==> config.mk <==
export PLATFORM = sky130hd
export DESIGN_NAME = core_loader
export DESIGN_NICKNAME = d
export VERILOG_FILES = /design/src/rtl/core_loader.sv
export SDC_FILE = /design/constraint.sdc
export NUM_CORES = 1
export LEC_CHECK = 0
export CAP_MARGIN = 30
export CORE_AREA = 2 2 136 138
export CTS_BUF_LIST = sky130_fd_sc_hd__clkbuf_16
export CTS_CLUSTER_DIAMETER = 150
export CTS_CLUSTER_SIZE = 40
export DETAILED_ROUTE_END_ITERATION = 7
export DIE_AREA = 0 0 138 140
export PLACE_DENSITY = 0.7
export SLEW_MARGIN = 40
export SYNTH_ARGS = -nofsm -noshare
export SYNTH_HDL_FRONTEND = slang
export SYNTH_SLANG_ARGS = --single-unit
==> constraint.sdc <==
create_clock -name clk -period 3.9 [get_ports clk]
set_clock_uncertainty 0.15 [all_clocks]
set_input_delay 0.78 -clock clk [delete_from_list [all_inputs] [get_ports clk]]
set_output_delay 0.78 -clock clk [all_outputs]
set_load 0.02 [all_outputs]
==> src/rtl/core_loader.sv <==
// core_loader: framed byte-stream loader for the core setup interface (optional trailing XOR checksum via CORE_LOADER_CHECKSUM_EN)
module core_loader #(
    parameter int REG_AW = 5,
    parameter int XLEN   = 32
) (
    input  logic              clk,
    input  logic              rst_n,
    input  logic [7:0]        i_byte,
    input  logic              i_byte_valid,
    output logic              o_byte_ready,
    output logic              o_setup,
    output logic [XLEN-1:0]   o_inst_mem_addr,
    output logic [XLEN-1:0]   o_inst_mem_data,
    output logic              o_inst_we,
    output logic [REG_AW-1:0] o_load_reg_addr,
    output logic [XLEN-1:0]   o_load_reg_data,
    output logic              o_reg_we,
    output logic [XLEN-1:0]   o_pc_start_addr,
    output logic              o_err,
    output logic              o_busy
);
    localparam int NB = XLEN / 8;
    localparam int CW = $clog2(2 * NB + 1);
    typedef enum logic [2:0] {IDLE, ARGS, CHK, EXEC, RUN} state_t;
    state_t              r_state;
    logic [7:0]          r_op;
    logic [CW-1:0]       r_cnt;
    logic [2*XLEN-1:0]   r_pay;
    logic                r_setup, r_inst_we, r_reg_we, r_err;
    logic [XLEN-1:0]     r_inst_addr, r_inst_data, r_reg_data, r_pc;
    logic [REG_AW-1:0]   r_reg_addr;
    logic                w_acc, w_last, w_fire;
    logic [CW-1:0]       w_len;
    logic [2*XLEN-1:0]   w_shift, w_pay;
    logic [XLEN-1:0]     w_lo, w_data;
    logic [REG_AW-1:0]   w_reg;
`ifdef CORE_LOADER_CHECKSUM_EN
    logic [7:0]          r_ck;
    logic                r_from_run;
`endif
    // Payload shifts in from the top, so the last field always lands in the upper word
    always_comb begin
        w_acc   = i_byte_valid && o_byte_ready;
        w_shift = {i_byte, r_pay[2*XLEN-1:8]};
        w_pay   = (r_state == ARGS) ? w_shift : r_pay;
        w_lo    = w_pay[XLEN-1:0];
        w_data  = w_pay[2*XLEN-1 -: XLEN];
        w_reg   = w_pay[XLEN-8 +: REG_AW];
        w_len   = (r_op == 8'h01) ? CW'(2 * NB) : (r_op == 8'h02) ? CW'(NB + 1) :
                  (r_op == 8'h03) ? CW'(NB) : '0;
        w_last  = r_cnt == w_len - 1'b1;
`ifdef CORE_LOADER_CHECKSUM_EN
        w_fire  = r_state == CHK && w_acc && i_byte == r_ck;
`else
        w_fire  = r_state == ARGS && w_acc && w_last;
`endif
    end
    always_ff @(posedge clk) begin
        if (!rst_n) begin
            r_state     <= IDLE;
            r_op        <= '0;
            r_cnt       <= '0;
            r_pay       <= '0;
            r_setup     <= 1'b1;
            r_inst_we   <= 1'b0;
            r_reg_we    <= 1'b0;
            r_err       <= 1'b0;
            r_inst_addr <= '0;
            r_inst_data <= '0;
            r_reg_addr  <= '0;
            r_reg_data  <= '0;
            r_pc        <= '0;
`ifdef CORE_LOADER_CHECKSUM_EN
            r_ck        <= '0;
            r_from_run  <= 1'b0;
`endif
        end else begin
            r_inst_we <= 1'b0;
            r_reg_we  <= 1'b0;
            if (w_fire) begin
                if (r_op == 8'h01) begin
                    if (w_lo[1:0] == 2'b00) begin
                        r_inst_we   <= 1'b1;
                        r_inst_addr <= w_lo;
                        r_inst_data <= w_data;
                    end else
                        r_err <= 1'b1;
                end else if (r_op == 8'h02) begin
                    if (w_reg != '0) begin
                        r_reg_we   <= 1'b1;
                        r_reg_addr <= w_reg;
                        r_reg_data <= w_data;
                    end
                end else if (r_op == 8'h03) begin
                    r_pc    <= w_data;
                    r_setup <= 1'b0;
                end else
                    r_setup <= 1'b1;
            end
            case (r_state)
                IDLE: if (w_acc) begin
                    r_op  <= i_byte;
                    r_cnt <= '0;
                    if (i_byte == 8'h01 || i_byte == 8'h02 || i_byte == 8'h03)
                        r_state <= ARGS;
                    else if (i_byte != 8'h04)
                        r_err <= 1'b1;
`ifdef CORE_LOADER_CHECKSUM_EN
                    r_ck       <= i_byte;
                    r_from_run <= 1'b0;
                    if (i_byte == 8'h04)
                        r_state <= CHK;
`endif
                end
                ARGS: if (w_acc) begin
                    r_pay <= w_shift;
                    r_cnt <= r_cnt + 1'b1;
`ifdef CORE_LOADER_CHECKSUM_EN
                    r_ck <= r_ck ^ i_byte;
                    if (w_last)
                        r_state <= CHK;
`else
                    if (w_last)
                        r_state <= EXEC;
`endif
                end
`ifdef CORE_LOADER_CHECKSUM_EN
                CHK: if (w_acc) begin
                    r_state <= (i_byte == r_ck) ? EXEC : r_from_run ? RUN : IDLE;
                    if (i_byte != r_ck)
                        r_err <= 1'b1;
                end
`endif
                EXEC: r_state <= (r_op == 8'h03) ? RUN : IDLE;
                RUN: if (w_acc && i_byte == 8'h04) begin
`ifdef CORE_LOADER_CHECKSUM_EN
                    r_op       <= 8'h04;
                    r_ck       <= 8'h04;
                    r_from_run <= 1'b1;
                    r_state    <= CHK;
`else
                    r_setup <= 1'b1;
                    r_state <= IDLE;
`endif
                end
                default: r_state <= IDLE;
            endcase
        end
    end
    assign o_byte_ready    = r_state != EXEC;
    assign o_busy          = !(r_state == IDLE || r_state == RUN);
    assign o_setup         = r_setup;
    assign o_inst_mem_addr = r_inst_addr;
    assign o_inst_mem_data = r_inst_data;
    assign o_inst_we       = r_inst_we;
    assign o_load_reg_addr = r_reg_addr;
    assign o_load_reg_data = r_reg_data;
    assign o_reg_we        = r_reg_we;
    assign o_pc_start_addr = r_pc;
    assign o_err           = r_err;
endmodule
==> impl_metrics.toml, run 1 <==
[logic_synthesis]
postSynthCellCount = 928
ys_types = 38
synth_top_flop_cell = "dfxtp_1"
synth-edff-count = 0
ys_ff_latch = 208
seq_area_frac_synth_pct = 52.8
syn_area_um2 = 7890
yosys_warnings = 0
synth.avg_cell_area_um2 = 8.50
synth-async-reset-ratio_pct = 0
synth.net_count = 941

[drt]
route.detailed.drc = 0
dr.pass1.iters = 5
drtAntennaViolNets = 0
drt_wl_total_um = 19900
post_drt_wl_per_cell_um = 15.8
vias = 6551
viasPerCell = 5.20
drt-initial-drc-count = 449

[worst_setup_path]
cp_max_fo = 56
setup.worst_path.class = "reg2reg"
required_ns = 4.03
cp_cell_sequence = "nor4_4 > nand3_1 > ha_1 > xor2_1 > nand3_1 > or4_2 > buf_12 > nand2_1 > a21oi_1"
reg2regPathDepth = 9
slowest_stage = "or4_2"
end_kind = "flop"
crit_top_cell = "nand3_1"
reg2reg_slack_ns = 0.46
rr_endpoint = "o_inst_mem_addr[26]"
slowest_delay_ns = 0.87
worst_ep_arrival_time_ns = 3.57
r2r-start = "r_op[2]"
worstSetupStartpointType = "flop"

[global_routing]
grt_usage_pct = 19.6
antenna_found_initial = 0
grt_pass1_wl_um = 31900
grt_pass1_vias = 5882
grt-ovfl-total = 0
grt_max_degree = 98

[clock_network]
cts_setup_buffers = 0
cts.sinks = 208
clk_pin_slew_worst_paths_ns = 0.15
cts_buffer_depth = 3
cts_hold_buf = 0
htree_levels = 1
numCtsBuffers = 9
insertion_delay_ns = 0.47
root_buffer = "clkbuf_16"
cts_tree = "built"
ctsResizeCount = 0

[sta]
min_period_over_period_pct = 88.2
setup_violations = 0
max_freq_mhz = 291
final.setup.tns_ns = 0
period_needed_ns = 3.44
slew_headroom_pct = 51.2
tightest_slew_ns = 0.732
rsz0062_at_grt = "false"
slew_violations = 0
hold_viol = 0

[floorplan]
rows = 49
ios = 150
fp.dieH_um = 140
die_area_um2 = 19300
core_um2 = 17800
start_util_pct = 44.4
die-width_um = 138

[run_status]
outcome = "finished, final reports clean"

[min_path]
min_from = "r_pay[13]"
min_path_cells = 2
hold_class = "reg2reg"
hold_path_end = "o_inst_mem_addr[5]"

[finish]
antenna_cells = 0
drive_gt1_share_pct = 3.69
fin_util_pct = 55.2
finalNonFillerCells = 1259
final_common_cell = "nand2_1"
finalInstanceArea_um2 = 9810
layout_common_cells = "nand2_1 (228), dfxtp_1 (208), clkdlybuf4s50_1 (149), a21oi_1 (135), nor2_1 (82)"
area_delta_synth_final_pct = 24.3
n_fill_cell = 1656
nets = 1044

[flow_run]
drv_cap = 0

[place]
dp_hpwl_um = 13400
portBuffers = 149
place_congestion = 0.837
dp_cells = 1249
placed_cell_area_um2 = 9550

[power_and_ir_drop]
p_per_area_nw_per_um2 = 341
power_w = 0.00335
p_leak_nw = 3.04
peakVddDrop_uv = 273
-- cells in the mapped netlist (3+ instances only) --
cell type	number	area [um^2]
nand3b_1	3	22.5
nand3_1	9	45.0
and2_1	3	18.8
nand2b_1	35	219
mux2_2	4	45.0
or4_1	3	22.5
nor3b_1	4	30.0
a21oi_1	135	676
clkbuf_1	48	180
a211oi_1	65	488
and3_1	3	18.8
mux2i_1	38	380
nor4_4	3	63.8
nand2_1	228	856
o21ai_0	3	15.0
dfxtp_1	208	4160
inv_1	6	22.5
buf_2	20	100
nor3_1	4	20.0
nor2_1	82	308
-- how the worst max path moves through the flow --
stage	startpoint	end	cells after the start
finish	r_op[2]	o_inst_mem_addr[26]	9
global route	r_op[2]	o_inst_mem_addr[26]	9
CTS	r_op[2]	o_inst_mem_addr[26]	9
detailed placement	r_op[2]	o_inst_mem_addr[0]	8
global placement	r_op[2]	o_inst_mem_addr[0]	8
floorplan	r_op[2]	o_inst_mem_addr[16]	10
-- cell families after synthesis --
| group | after synthesis | synth area share [%] |
|---|---|---|
| flops | 208 | 52.8 |
| mux | 42 | 5.39 |
| simple gates | 387 | 21.6 |
| xor+xnor | 2 | 0.222 |
| fa+ha+maj | 3 | 0.444 |
| buf+inv | 76 | 3.93 |
| compound gates | 210 | 15.6 |
-- per-layer routing --
metal	part of all wire (%)	GRT usage [%]
met1	50	29.1
met2	45	31.3
met3	4.3	2.43
met4	0.81	2.74
met5	0	0
-- report_power, final --
| group | internal [W] | switching (W) | leakage [nW] |
|---|---|---|---|
| clock | 0.000436 | 0.000659 | 0.122 |
| combinational | 0.0000347 | 0.0000797 | 1.24 |
| sequential | 0.00213 | 0.00000733 | 1.68 |
| total | 0.00260 | 0.000746 | 3.04 |
-- stage by stage --
step                hold slack, ns  setup slack [ns]
floorplan                    0.286             0.980
global placement             0.288             0.624
detailed placement           0.292             0.545
CTS                          0.311             0.453
global route                 0.328             0.216
finish                       0.311             0.461
-- critical path: cells and delay by family (launching register included) --
| kind | cells | cell delay [ns] |
|---|---|---|
| XOR/XNOR | 1 | 0.22 |
| AND/OR/NAND/NOR | 5 | 1.80 |
| buffers and inverters | 1 | 0.28 |
| adder cells (fa/ha/maj) | 1 | 0.35 |
| AO/OA/AOI/OAI | 1 | 0.07 |
| flip-flops | 1 | 0.36 |
-- registers in the layout (all words and copies together), names as in the netlist, 4 cells and up --
register and flops:
o_load_reg_addr 5, r_cnt 4, o_inst_mem_addr 32, r_op 8
r_pay 56, o_inst_mem_data 32, o_pc_start_addr 32, o_load_reg_data 32
-- layout make-up --
cell class                 count  area [um^2]  area share [%]
timing repair buffer         162         1640            16.7
clock inverter                 1         30.0           0.306
multi-input combinational    644         3440            35.0
clock buffer                   9          225            2.30
inverter                       6         27.5           0.281
tap                          229          287            2.92
sequential                   208         4160            42.5
Note: power is estimated with default switching activity, not from simulation.
==> run 2, diff against run 1 <==
--- a/config.mk
+++ b/config.mk
@@ -6,13 +6,16 @@
 export NUM_CORES = 1
 export LEC_CHECK = 0
 export CAP_MARGIN = 30
-export CORE_AREA = 2 2 136 138
+export CELL_PAD_IN_SITES_DETAIL_PLACEMENT = 0
+export CELL_PAD_IN_SITES_GLOBAL_PLACEMENT = 2
+export CORE_AREA = 2 2 166 168
 export CTS_BUF_LIST = sky130_fd_sc_hd__clkbuf_16
 export CTS_CLUSTER_DIAMETER = 150
 export CTS_CLUSTER_SIZE = 40
 export DETAILED_ROUTE_END_ITERATION = 7
-export DIE_AREA = 0 0 138 140
-export PLACE_DENSITY = 0.7
+export DIE_AREA = 0 0 168 170
+export HOLD_SLACK_MARGIN = 0.12
+export PLACE_DENSITY_LB_ADDON = 0.1
 export SLEW_MARGIN = 40
 export SYNTH_ARGS = -nofsm -noshare
 export SYNTH_HDL_FRONTEND = slang
==> constraint.sdc (replaced) <==
create_clock -name clk -period 3.9 [get_ports clk]
set_clock_uncertainty 0.15 [all_clocks]
set_input_delay 1.17 -clock clk [delete_from_list [all_inputs] [get_ports clk]]
set_output_delay 1.17 -clock clk [all_outputs]
set_load 0.02 [all_outputs]
==> impl_metrics.toml, run 2 (same netlist as run 1, synthesis figures left out) <==
[worst_setup_path]
reg2regPathDepth = 9
path_buf_inv = 1
required_ns = 4.12
setup.worst_path.class = "reg2reg"
slowest_delay_ns = 0.81
cp_cell_sequence = "nor4_4 > nand4_2 > ha_1 > xor2_1 > nand3_1 > or4_2 > buf_4 > nand2_1 > a21oi_1"
slowest_stage = "or4_2"
r2r-start = "r_op[2]"
worst_ep_arrival_time_ns = 3.53
cp_max_fo = 19
worstSetupStartpointType = "flop"
critPathTopFamily = "simple AND/OR/NAND/NOR gates"
end_kind = "flop"
rr_endpoint = "o_inst_mem_data[18]"
reg2reg_slack_ns = 0.58

[sta]
tightest_slew_ns = 0.710
period_needed_ns = 3.32
slew_violations = 0
min_period_over_period_pct = 85.1
max_freq_mhz = 301
slew_headroom_pct = 52.5
rsz0062_at_grt = "false"
hold_viol = 0
fin_ws_ns = 0.583
final.setup.tns_ns = 0
whs_ns = 0.313
setup_violations = 0

[place]
dp_cells = 1367
portBuffers = 149
dp_slack_ns = 0.346
dp_hpwl_um = 15400
placed_cell_area_um2 = 9760
place_congestion = 0.762

[finish]
nets = 1050
layout_common_cells = "nand2_1 (228), dfxtp_1 (208), clkdlybuf4s50_1 (149), a21oi_1 (135), nor2_1 (82)"
n_fill_cell = 2758
finalInstanceArea_um2 = 10000
finalNonFillerCells = 1377
drive_gt1_share_pct = 4.25
regMostFlops = "r_pay"
antenna_cells = 0
final_common_cell = "nand2_1"
largest_reg_flops = 56
regArea_um2 = 4160
area_delta_synth_final_pct = 26.9
multiInputGateArea_um2 = 3440

[global_routing]
grt_pass1_wl_um = 36900
grt_max_degree = 73
grt-ovfl-total = 0
grt_usage_pct = 16.0
antenna_found_initial = 0
grt_pass1_vias = 6281

[clock_network]
ctsResizeCount = 0
cts_setup_buffers = 0
cts_buffer_depth = 3
htree_levels = 1
cts_hold_buf = 0
insertion_delay_ns = 0.49
clk_pin_slew_worst_paths_ns = 0.15
cts.sinks = 208
root_buffer = "clkbuf_16"
numCtsBuffers = 9
cts_tree = "built"

[power_and_ir_drop]
swShare_pct = 23.5
p_leak_nw = 3.07
p_int_w = 0.00261
peakVddDrop_uv = 340
p_switching_w = 0.000802
pwr-share-comb_pct = 3.7
clkPwrFrac_pct = 33.6
p_per_area_nw_per_um2 = 341
pwr-share-seq_pct = 62.7

[drt]
drtAntennaViolNets = 0
drt-initial-drc-count = 381
viasPerCell = 4.69
post_drt_wl_per_cell_um = 16.7
dr.pass1.iters = 4
drt_wl_total_um = 23000
vias = 6454
route.detailed.drc = 0

[floorplan]
die-width_um = 168
start_util_pct = 29.6
rows = 60
die_area_um2 = 28600
core_um2 = 26700
fp.dieH_um = 170
ios = 150

[min_path]
min_path_cells = 2
hold_class = "reg2reg"
min_from = "o_inst_mem_addr[2]"
hold_path_end = "o_inst_mem_addr[2]"

[flow_run]
drv_cap = 0

[run_status]
outcome = "finished, final reports clean"
[run 2: layout make-up]
type / instances / share of cell area, %
Clock buffer: 9 / 2.25
Sequential cell: 208 / 41.6
Clock inverter: 1 / 0.300
Tap cell: 341 / 4.26
Multi-Input combinational cell: 644 / 34.3
Timing Repair Buffer: 168 / 17.1
Inverter: 6 / 0.275
[run 2: routing by layer]
layer / part of all wire, % / global-route usage [%]
met1: 50 / 22.8
met2: 45 / 26.0
met3: 4.4 / 2.65
met4: 1.2 / 2.42
met5: 0 / 0
[run 2: worst reg2reg max path: cells and delay by family (launching register included)]
family	cells	cell delay [ns]
AO/OA/AOI/OAI	1	0.06
AND/OR/NAND/NOR	5	1.78
buffers and inverters	1	0.27
flip-flops	1	0.36
adder cells (fa/ha/maj)	1	0.36
XOR/XNOR	1	0.23
[run 2: stage by stage]
step	utilization (%)	power [W]
after detailed placement	36.6	0.00232
after global placement	36.6	0.00232
after CTS	37.6	0.00348
final	37.6	0.00341
after global routing	37.6	0.00356
after floorplan	-	0.00226
[run 2: worst max-delay path by stage]
stage                       startpoint  cells after the start  slack (ns)             endpoint
after floorplan           i_byte_valid                      7        0.97  o_inst_mem_addr[16]
after global placement    i_byte_valid                      6        0.38  o_inst_mem_data[23]
after detailed placement  i_byte_valid                      6        0.35  o_inst_mem_data[18]
after CTS                      r_op[2]                      9        0.54  o_inst_mem_data[18]
after global routing           r_op[2]                      9        0.37  o_inst_mem_data[16]
final                          r_op[2]                      9        0.58  o_inst_mem_data[18]
[run 2: power by group through the flow]
stage                     Combinational, W  Sequential [W]  Clock [W]
after floorplan                  0.0000749         0.00219          0
after CTS                         0.000130         0.00214    0.00121
after global placement            0.000130         0.00219          0
after detailed placement          0.000130         0.00219          0
after global routing              0.000139         0.00214    0.00128
final                             0.000127         0.00214    0.00115
==> run 3, diff against run 2 <==
--- a/config.mk
+++ b/config.mk
@@ -8,12 +8,12 @@
 export CAP_MARGIN = 30
 export CELL_PAD_IN_SITES_DETAIL_PLACEMENT = 0
 export CELL_PAD_IN_SITES_GLOBAL_PLACEMENT = 2
-export CORE_AREA = 2 2 166 168
-export CTS_BUF_LIST = sky130_fd_sc_hd__clkbuf_16
+export CORE_AREA = 2 2 161 163
+export CTS_BUF_LIST = sky130_fd_sc_hd__clkbuf_4 sky130_fd_sc_hd__clkbuf_8
 export CTS_CLUSTER_DIAMETER = 150
 export CTS_CLUSTER_SIZE = 40
 export DETAILED_ROUTE_END_ITERATION = 7
-export DIE_AREA = 0 0 168 170
+export DIE_AREA = 0 0 163 165
 export HOLD_SLACK_MARGIN = 0.12
 export PLACE_DENSITY_LB_ADDON = 0.1
 export SLEW_MARGIN = 40
==> impl_metrics.toml, run 3 (same netlist as run 1, synthesis figures left out) <==
[sta]
whs_ns = 0.319
slew_violations = 0
fin_ws_ns = 0.503
slew_headroom_pct = 53.2
min_period_over_period_pct = 87.1
rsz0062_at_grt = "false"
period_needed_ns = 3.40
setup_violations = 0
max_freq_mhz = 294
final.setup.tns_ns = 0
hold_viol = 0
tightest_slew_ns = 0.699

[clock_network]
ctsResizeCount = 0
cts_tree = "built"
cts_hold_buf = 0
cts.sinks = 208
clk_pin_slew_worst_paths_ns = 0.23
cts_setup_buffers = 0
root_buffer = "clkbuf_8"
cts_buffer_depth = 3
htree_levels = 1
numCtsBuffers = 9
insertion_delay_ns = 0.55

[place]
dp_slack_ns = 0.404
place_congestion = 0.746
dp_hpwl_um = 14900
portBuffers = 149

[finish]
drive_gt1_share_pct = 3.97
n_fill_cell = 2633
largest_reg_flops = 56
regMostFlops = "r_pay"
multiInputGateArea_um2 = 3440
area_delta_synth_final_pct = 25.3
regArea_um2 = 4160
antenna_cells = 0
nets = 1047
layout_common_cells = "nand2_1 (228), dfxtp_1 (208), clkdlybuf4s50_1 (149), a21oi_1 (135), nor2_1 (82)"
final_common_cell = "nand2_1"

[drt]
viasPerCell = 4.75
route.detailed.drc = 0
drt-initial-drc-count = 445
post_drt_wl_per_cell_um = 16.7
drt_wl_total_um = 22700
drtAntennaViolNets = 0
dr.pass1.iters = 4
vias = 6475

[min_path]
hold_class = "reg2reg"

[flow_run]
drv_cap = 0

[worst_setup_path]
crit_top_cell = "nand3_1"
cp_max_fo = 44
slowest_stage = "or4_2"
slowest_delay_ns = 0.73
cp_cell_sequence = "nor4_4 > nand3_1 > ha_1 > xor2_1 > nand3_1 > or4_2 > buf_4 > nand2_1 > a21oi_1"
end_kind = "flop"
critPathTopFamily = "simple AND/OR/NAND/NOR gates"
worstSetupStartpointType = "flop"
path_buf_inv = 1
setup.worst_path.class = "reg2reg"
worst_ep_arrival_time_ns = 3.70
required_ns = 4.20

[global_routing]
use_met1_pct = 24.9
grt_pass1_vias = 6225
grt_usage_pct = 16.9
grt_pass1_wl_um = 36200
grt-ovfl-total = 0
gr-max-usage-layer = "met2"
grt_max_degree = 69
grt_util_met3_pct = 2.18
antenna_found_initial = 0
use_met2_pct = 26.9

[floorplan]
fp.dieH_um = 165
core_um2 = 25000
die_area_um2 = 26900
ios = 150
rows = 58
start_util_pct = 31.5
die-width_um = 163

[run_status]
outcome = "finished, final reports clean"

[power_and_ir_drop]
swShare_pct = 24.4
p_int_w = 0.00241
p_switching_w = 0.000777
p_leak_nw = 3.01
clkPwrFrac_pct = 28.7
pwr-share-comb_pct = 3.9
p_per_area_nw_per_um2 = 322
peakVddDrop_uv = 341
power_w = 0.00318
pwr-share-seq_pct = 67.4
[run 3: stage by stage]
| stage | cell area, um^2 | util [%] | std cells |
|---|---|---|---|
| floorplan | 7890 | - | 928 |
| global placement | 9740 | 38.9 | 1353 |
| detailed placement | 9740 | 38.9 | 1353 |
| CTS | 9890 | 39.5 | 1363 |
| global route | 9890 | 39.5 | 1363 |
| finish | 9890 | 39.5 | 1363 |
[run 3: cell type report]
type	instances	area share [%]
clock buffer	9	1.25
clock inverter	1	0.304
inverter	6	0.278
multi-input combinational	644	34.7
sequential	208	42.1
tap	330	4.17
timing repair buffer	165	17.2
[run 3: final timing paths]
| path | startpoint | cells past startpoint | slack (ns) | end |
|---|---|---|---|---|
| worst min-delay path | o_inst_mem_data[23] | 2 | 0.32 | o_inst_mem_data[23] |
| worst min register to register | o_inst_mem_data[23] | 2 | 0.32 | o_inst_mem_data[23] |
| worst max register to register | r_op[2] | 9 | 0.50 | o_inst_mem_data[7] |
| worst max-delay path | r_op[2] | 9 | 0.50 | o_inst_mem_data[7] |
[run 3: power by group through the flow]
| stage | Sequential (W) | Combinational, W | Clock (W) |
|---|---|---|---|
| 6_report | 0.00215 | 0.000124 | 0.000914 |
| 5_1_grt | 0.00215 | 0.000137 | 0.00103 |
| 4_1_cts | 0.00215 | 0.000126 | 0.000972 |
| 3_5_place_dp | 0.00219 | 0.000126 | 0 |
| 3_3_place_gp | 0.00219 | 0.000127 | 0 |
| 2_1_floorplan | 0.00219 | 0.0000749 | 0 |
[run 3: routing by layer]
| layer | share of wire, % | wire (um) |
|---|---|---|
| met1 | 50 | 11400 |
| met5 | 0 | 0 |
| met3 | 4.0 | 915 |
| met4 | 1.2 | 272 |
| met2 | 44 | 10100 |
[run 3: tightest hold or removal path, cell delays in order, from the launching register on]
cell and delay (ns):
dfxtp_1 0.36, nand2_1 0.05, a21oi_1 0.05
